**config.mk**
```make
export PLATFORM = sky130hd
export DESIGN_NAME = md5_search_ctrl
export DESIGN_NICKNAME = d
export VERILOG_FILES = /design/src/rtl/md5_ctrl_pkg.sv /design/src/rtl/md5_ctrl_regs.sv /design/src/rtl/md5_search_ctrl.sv
export SDC_FILE = /design/constraint.sdc
export NUM_CORES = 1
export LEC_CHECK = 0
export ABC_CLOCK_PERIOD_IN_PS = 7400
export CAP_MARGIN = 20
export CORE_UTILIZATION = 54
export DETAILED_ROUTE_END_ITERATION = 12
export PLACE_DENSITY = 0.88
export SYNTH_ARGS = -nofsm -noshare
export SYNTH_HDL_FRONTEND = slang
export SYNTH_SLANG_ARGS = --single-unit
```
**constraint.sdc**
```tcl
create_clock -name CLK -period 7.4 [get_ports CLK]
set_clock_uncertainty 0.2 [all_clocks]
set_input_delay 2.22 -clock CLK [delete_from_list [all_inputs] [get_ports CLK]]
set_output_delay 2.22 -clock CLK [all_outputs]
set_load 0.03 [all_outputs]
```
**src/rtl/md5_ctrl_pkg.sv**
```systemverilog
// Shared constants for the MD5 search host controller: register map,
// FSM state codes, CTRL bit positions and bus widths.
package md5_ctrl_pkg;

    localparam int HASH_W = 128;
    localparam int DATA_W = 32;

    localparam logic [3:0] ADDR_CTRL   = 4'd0;
    localparam logic [3:0] ADDR_STATUS = 4'd1;
    localparam logic [3:0] ADDR_HASH0  = 4'd2;
    localparam logic [3:0] ADDR_HASH1  = 4'd3;
    localparam logic [3:0] ADDR_HASH2  = 4'd4;
    localparam logic [3:0] ADDR_HASH3  = 4'd5;
    localparam logic [3:0] ADDR_RESULT = 4'd6;
    localparam logic [3:0] ADDR_CYCLES = 4'd7;
    localparam logic [3:0] ADDR_IRQCLR = 4'd8;

    localparam int CTRL_START  = 0;
    localparam int CTRL_ABORT  = 1;
    localparam int CTRL_IRQ_EN = 2;

    typedef enum logic [2:0] {
        ST_IDLE   = 3'd0,
        ST_ARM    = 3'd1,
        ST_SEARCH = 3'd2,
        ST_DRAIN  = 3'd3,
        ST_ABORT  = 3'd4
    } state_t;

endpackage

```
**src/rtl/md5_ctrl_regs.sv**
```systemverilog
// Host register file for the MD5 search controller: HASH words, irq enable,
// command strobes decoded from CTRL/IRQCLR writes, and the 1-cycle read port.
module md5_ctrl_regs
    import md5_ctrl_pkg::*;
(
    input  logic              CLK,
    input  logic              reset,
    input  logic              reg_wr,
    input  logic              reg_rd,
    input  logic [3:0]        reg_addr,
    input  logic [DATA_W-1:0] reg_wdata,
    output logic [DATA_W-1:0] reg_rdata,
    output logic              reg_rvalid,
    input  logic              hash_wr_en,
    input  logic [DATA_W-1:0] status_word,
    input  logic [DATA_W-1:0] result,
    input  logic [DATA_W-1:0] cycles,
    output logic [HASH_W-1:0] hash,
    output logic              irq_en,
    output logic              start_cmd,
    output logic              abort_cmd,
    output logic              irqclr_cmd
);

    logic [DATA_W-1:0] hash_r [4];
    logic [DATA_W-1:0] rd_mux;
    logic              ctrl_wr;

    assign ctrl_wr    = reg_wr && (reg_addr == ADDR_CTRL);
    assign start_cmd  = ctrl_wr && reg_wdata[CTRL_START];
    assign abort_cmd  = ctrl_wr && reg_wdata[CTRL_ABORT];
    assign irqclr_cmd = reg_wr && (reg_addr == ADDR_IRQCLR);
    assign hash       = {hash_r[3], hash_r[2], hash_r[1], hash_r[0]};

    always_ff @(posedge CLK) begin
        if (reset) begin
            for (int i = 0; i < 4; i++) hash_r[i] <= '0;
            irq_en <= 1'b0;
        end else if (reg_wr) begin
            if (reg_addr == ADDR_CTRL) irq_en <= reg_wdata[CTRL_IRQ_EN];
            // Target hash is frozen while a search is in flight.
            if (hash_wr_en) begin
                case (reg_addr)
                    ADDR_HASH0: hash_r[0] <= reg_wdata;
                    ADDR_HASH1: hash_r[1] <= reg_wdata;
                    ADDR_HASH2: hash_r[2] <= reg_wdata;
                    ADDR_HASH3: hash_r[3] <= reg_wdata;
                    default:    ;
                endcase
            end
        end
    end

    always_comb begin
        rd_mux = '0;
        case (reg_addr)
            ADDR_STATUS: rd_mux = status_word;
            ADDR_HASH0:  rd_mux = hash_r[0];
            ADDR_HASH1:  rd_mux = hash_r[1];
            ADDR_HASH2:  rd_mux = hash_r[2];
            ADDR_HASH3:  rd_mux = hash_r[3];
            ADDR_RESULT: rd_mux = result;
            ADDR_CYCLES: rd_mux = cycles;
            default:     rd_mux = '0;
        endcase
    end

    // Captured from pre-edge register values, so a same-cycle write reads old data.
    always_ff @(posedge CLK) begin
        if (reset) begin
            reg_rdata  <= '0;
            reg_rvalid <= 1'b0;
        end else begin
            reg_rvalid <= reg_rd;
            reg_rdata  <= reg_rd ? rd_mux : '0;
        end
    end

endmodule

```
**src/rtl/md5_search_ctrl.sv**
```systemverilog
// Host-side controller for the MD5 brute-force driver: sequences enable and
// reset, latches result and elapsed cycles, and raises a completion interrupt.
module md5_search_ctrl
    import md5_ctrl_pkg::*;
#(
    parameter int PIPE_LAT     = 64,
    parameter int ABORT_CYCLES = 2
) (
    input  logic              CLK,
    input  logic              reset,
    input  logic              reg_wr,
    input  logic              reg_rd,
    input  logic [3:0]        reg_addr,
    input  logic [DATA_W-1:0] reg_wdata,
    output logic [DATA_W-1:0] reg_rdata,
    output logic              reg_rvalid,
    output logic [HASH_W-1:0] target_selected,
    output logic              enable_switch,
    output logic              drv_resetn,
    input  logic [DATA_W-1:0] target,
    input  logic              status_running,
    input  logic              status_warming,
    input  logic              status_found,
    input  logic              status_done,
    output logic              irq
);

    // Found flag trails the candidate by PIPE_LAT counter steps of 8 candidates each.
    localparam logic [DATA_W-1:0] RESULT_CORR = DATA_W'(PIPE_LAT << 3);
    localparam int ACW = (ABORT_CYCLES > 1) ? $clog2(ABORT_CYCLES) : 1;

    state_t            state, state_nxt;
    logic [ACW-1:0]    abort_cnt;
    logic [DATA_W-1:0] result, cycles, status_word;
    logic              done_latched, found_latched, aborted;
    logic              irq_en, start_cmd, abort_cmd, irqclr_cmd;
    logic              launch, search_done, drain_exit, abort_last, abort_enter;

    md5_ctrl_regs u_regs (
        .CLK         (CLK),
        .reset       (reset),
        .reg_wr      (reg_wr),
        .reg_rd      (reg_rd),
        .reg_addr    (reg_addr),
        .reg_wdata   (reg_wdata),
        .reg_rdata   (reg_rdata),
        .reg_rvalid  (reg_rvalid),
        .hash_wr_en  (state == ST_IDLE),
        .status_word (status_word),
        .result      (result),
        .cycles      (cycles),
        .hash        (target_selected),
        .irq_en      (irq_en),
        .start_cmd   (start_cmd),
        .abort_cmd   (abort_cmd),
        .irqclr_cmd  (irqclr_cmd)
    );

    assign status_word = {24'd0, aborted, found_latched, done_latched,
                          status_running, status_warming, state};

    assign enable_switch = (state == ST_ARM) || (state == ST_SEARCH);
    assign drv_resetn    = (state != ST_ABORT);

    assign abort_last  = (state == ST_ABORT) && (abort_cnt == ACW'(ABORT_CYCLES - 1));
    assign launch      = (state == ST_IDLE) && start_cmd && !abort_cmd;
    assign search_done = (state == ST_SEARCH) && !abort_cmd && status_done;
    assign drain_exit  = (state == ST_DRAIN) && !abort_cmd && !status_done;
    assign abort_enter = (state_nxt == ST_ABORT) && (state != ST_ABORT);

    always_ff @(posedge CLK) begin
        if (reset) state <= ST_IDLE;
        else       state <= state_nxt;
    end

    always_comb begin
        state_nxt = state;
        case (state)
            ST_IDLE:   if (launch) state_nxt = ST_ARM;
            ST_ARM:    if (abort_cmd) state_nxt = ST_ABORT;
                       else if (status_running) state_nxt = ST_SEARCH;
            ST_SEARCH: if (abort_cmd) state_nxt = ST_ABORT;
                       else if (status_done) state_nxt = ST_DRAIN;
            ST_DRAIN:  if (abort_cmd) state_nxt = ST_ABORT;
                       else if (!status_done) state_nxt = ST_IDLE;
            ST_ABORT:  if (abort_last) state_nxt = ST_IDLE;
            default:   state_nxt = ST_IDLE;
        endcase
    end

    always_ff @(posedge CLK) begin
        if (reset) begin
            cycles        <= '0;
            result        <= '0;
            abort_cnt     <= '0;
            done_latched  <= 1'b0;
            found_latched <= 1'b0;
            aborted       <= 1'b0;
            irq           <= 1'b0;
        end else begin
            if (launch) begin
                cycles        <= '0;
                done_latched  <= 1'b0;
                found_latched <= 1'b0;
                aborted       <= 1'b0;
            end else if (enable_switch && (cycles != '1)) begin
                cycles <= cycles + DATA_W'(1);
            end

            if (search_done) begin
                found_latched <= status_found;
                result        <= status_found ? (target - RESULT_CORR) : target;
            end

            if (abort_enter)             abort_cnt <= '0;
            else if (state == ST_ABORT)  abort_cnt <= abort_cnt + ACW'(1);

            if (abort_last) aborted <= 1'b1;

            if (drain_exit)      done_latched <= 1'b1;
            else if (abort_last) done_latched <= 1'b0;
            else if (irqclr_cmd) done_latched <= 1'b0;

            // A completion in the same cycle as an IRQCLR write keeps irq set.
            if ((drain_exit || abort_last) && irq_en) irq <= 1'b1;
            else if (irqclr_cmd)                      irq <= 1'b0;
        end
    end

endmodule

```
==> results.py <==
metrics = {
    "clock_network": {
        "postCtsSetupRepairBufs": 0,
        "clkTransAtPathRegs_ns": 0.06,
        "postCtsResizedCells": 0,
        "cts_tree": "built",
        "numCtsBuffers": 24,
        "ctsLongestPathBuffers": 3,
        "cts_sinks": 234,
        "cts.htree.levels": 1,
        "cts-root-buf": "clkbuf_16",
        "ctsHoldBuffers": 0,
        "insertion_delay_ns": 0.52,
    },
    "die": {
        "rows": 49,
        "die_x_um": 140,
        "die_area_um2": 19500,
        "core_um2": 18300,
        "die_y_um": 140,
        "ios": 240,
        "start_util": 0.559,
    },
    "cells_and_area": {
        "layout-drive-gt1-share": 0.0989,
        "diodes": 0,
        "multi_input_area_um2": 3990,
        "fin_nets": 1213,
        "layoutNonFillerInstCount": 1382,
        "fillers": 1167,
        "final_common_cell": "clkdlybuf4s50_1",
        "final_area_um2": 13600,
        "final_cell_mix": "238 x clkdlybuf4s50_1, 129 x and2_1, 128 x edfxtp_1, 106 x dfxtp_1, 88 x a22oi_1",
        "regArea_um2": 5970,
        "area_growth_pct": 33.5,
    },
    "global_routing": {
        "grt_max_degree": 55,
        "grt_pass1_wl_mm": 49.8,
        "grt_antenna_before_repair": 0,
        "grt_usage": 0.334,
        "grt_overflow": 0,
        "grt_pass1_vias": 8859,
    },
    "logic_synthesis": {
        "synth_edf_count": 128,
        "synth.distinct_cells": 64,
        "async_flop_share": 0,
        "synth_top_area_frac": 0.376,
        "synth.area.top_cells": "edfxtp_1 38%, dfxtp_1 21%, and2_1 7.9%, a22oi_1 6.5%, a31oi_1 2.1%",
        "postSynthCellCount": 914,
        "netlist_area_um2": 10200,
        "synth_nets": 992,
        "ys_ff_latch": 234,
        "synth-seq-area-share": 0.584,
        "ys.flop_type": "edfxtp_1",
        "synth_area_per_cell_um2": 11.2,
        "yosysWarnings": 0,
        "yosysTopAreaCell": "edfxtp_1",
    },
    "detailed_routing": {
        "vias_per_cell": 6.50,
        "antenna_left": 0,
        "drcViolationCount": 0,
        "vias": 8986,
        "first_pass_iters": 6,
        "wirelength_mm": 33.0,
        "wl_per_cell_um": 23.9,
        "drt-initial-drc-count": 1117,
    },
    "timing": {
        "grt_setup_unrepaired": "false",
        "max_slew_margin": 0.305,
        "setup_viol": 0,
        "worstMarginPinSlew_ns": 1.04,
        "period_minus_slack_ns": 5.02,
        "hold_violations": 0,
        "slew_viol_final": 0,
        "fmax_ghz": 0.199,
        "tns_ns": 0,
        "fin_crit_sh": 0.678,
    },
    "power_and_ir_drop": {
        "powerDensity_nw_per_um2": 219,
        "power_uw": 2980,
        "vdd_drop_max_v": 0.000164,
        "leakage_uw": 0.00446,
    },
    "flow_run": {
        "cap_violations": 0,
    },
    "setup_path": {
        "end_kind": "flip-flop",
        "crit_type": "in2reg",
        "crit_path_max_fanout": 33,
        "cp.arrival_ns": 5.02,
        "cp-start-kind": "input port",
        "required_ns": 7.40,
    },
    "place": {
        "dp.cells": 1338,
        "port_buffers": 239,
        "dpl_cell_area_um2": 12800,
        "place_congestion": 0.896,
        "dpl.hpwl_mm": 21.8,
    },
    "outcome": {
        "status": "finished clean",
    },
    "worst_hold_path": {
        "worst_hold_path_type": "reg2reg",
    },
}
metal layers:
| layer | up-vias | wire length [µm] | global-route usage | part of all wire |
|---|---|---|---|---|
| met5 | - | 0 | 0 | 0 |
| met3 | 113 | 3460 | 0.0502 | 0.10 |
| met1 | 4333 | 11900 | 0.419 | 0.36 |
| met2 | 677 | 16200 | 0.572 | 0.49 |
| li1 | 3863 | - | - | - |
| met4 | 0 | 1400 | 0.152 | 0.042 |
through the flow:
stage	util	hold slack, ns	worst slack, ns
global placement	0.701	0.242	2.03
global route	0.747	0.284	2.28
CTS	0.747	0.258	2.44
floorplan	-	0.233	2.74
detailed placement	0.701	0.250	1.92
finish	0.747	0.261	2.38
cell usage after synthesis (7+ instances only):
library cell	n
nand3_1	17
nand2b_1	9
xor2_1	7
clkbuf_1	50
a21oi_1	26
o21ai_0	12
o21ai_1	13
dfxtp_1	106
a31oi_1	35
or4_1	7
edfxtp_1	128
nand2_1	40
a211oi_1	21
or3_2	9
or3_1	17
inv_1	8
nand4_1	12
nor4_1	15
nor3_1	13
a22oi_1	88
a21oi_2	17
nor2_1	43
and2_1	129
xnor2_1	17
worst max-delay path, stage by stage:
cell and delay, ns:
clkdlybuf4s50_1 0.64, nand2b_1 0.43, nor2_4 0.17, buf_4 0.42, a21o_1 0.69, buf_4 0.43
layout make-up:
type	instances	area share
clock buffer	30	0.0494
tap	229	0.0210
clock inverter	14	0.0122
timing repair buffer	258	0.185
multi-input combinational	609	0.292
sequential	234	0.437
inverter	8	0.00220
registers in the layout (all words and copies together), names as in the netlist:
signal             count
u_regs.hash_r        128
cycles                32
result                32
u_regs.reg_rdata      32
state                  3
abort_cnt              1
aborted                1
done_latched           1
found_latched          1
irq                    1
u_regs.irq_en          1
u_regs.reg_rvalid      1
power by group:
part	internal (µW)	switching [µW]
clock network	755	529
registers	1400	23.3
logic	109	165
total	2270	718
worst paths after layout:
check	depth (start not counted)	start	slack, ns	endpoint
worst max-delay path	6	reg_addr[3]	2.38	u_regs.hash_r[3][9]
worst min-delay path	2	u_regs.irq_en	0.26	u_regs.irq_en
worst max register to register	6	cycles[4]	4.37	cycles[7]
worst min register to register	2	u_regs.irq_en	0.26	u_regs.irq_en
cell families after synthesis:
kind of cell | after synthesis | share of synthesized area
and+or+nand+nor | 342 | 0.194
muxes | 4 | 0.00416
AOI/OAI and AO/OA | 237 | 0.164
DFF | 234 | 0.584
buffers and inverters | 71 | 0.0315
xor gates and xnor gates | 24 | 0.0206
adders and majority gates | 2 | 0.00245
(Power assumes the default switching activity.)
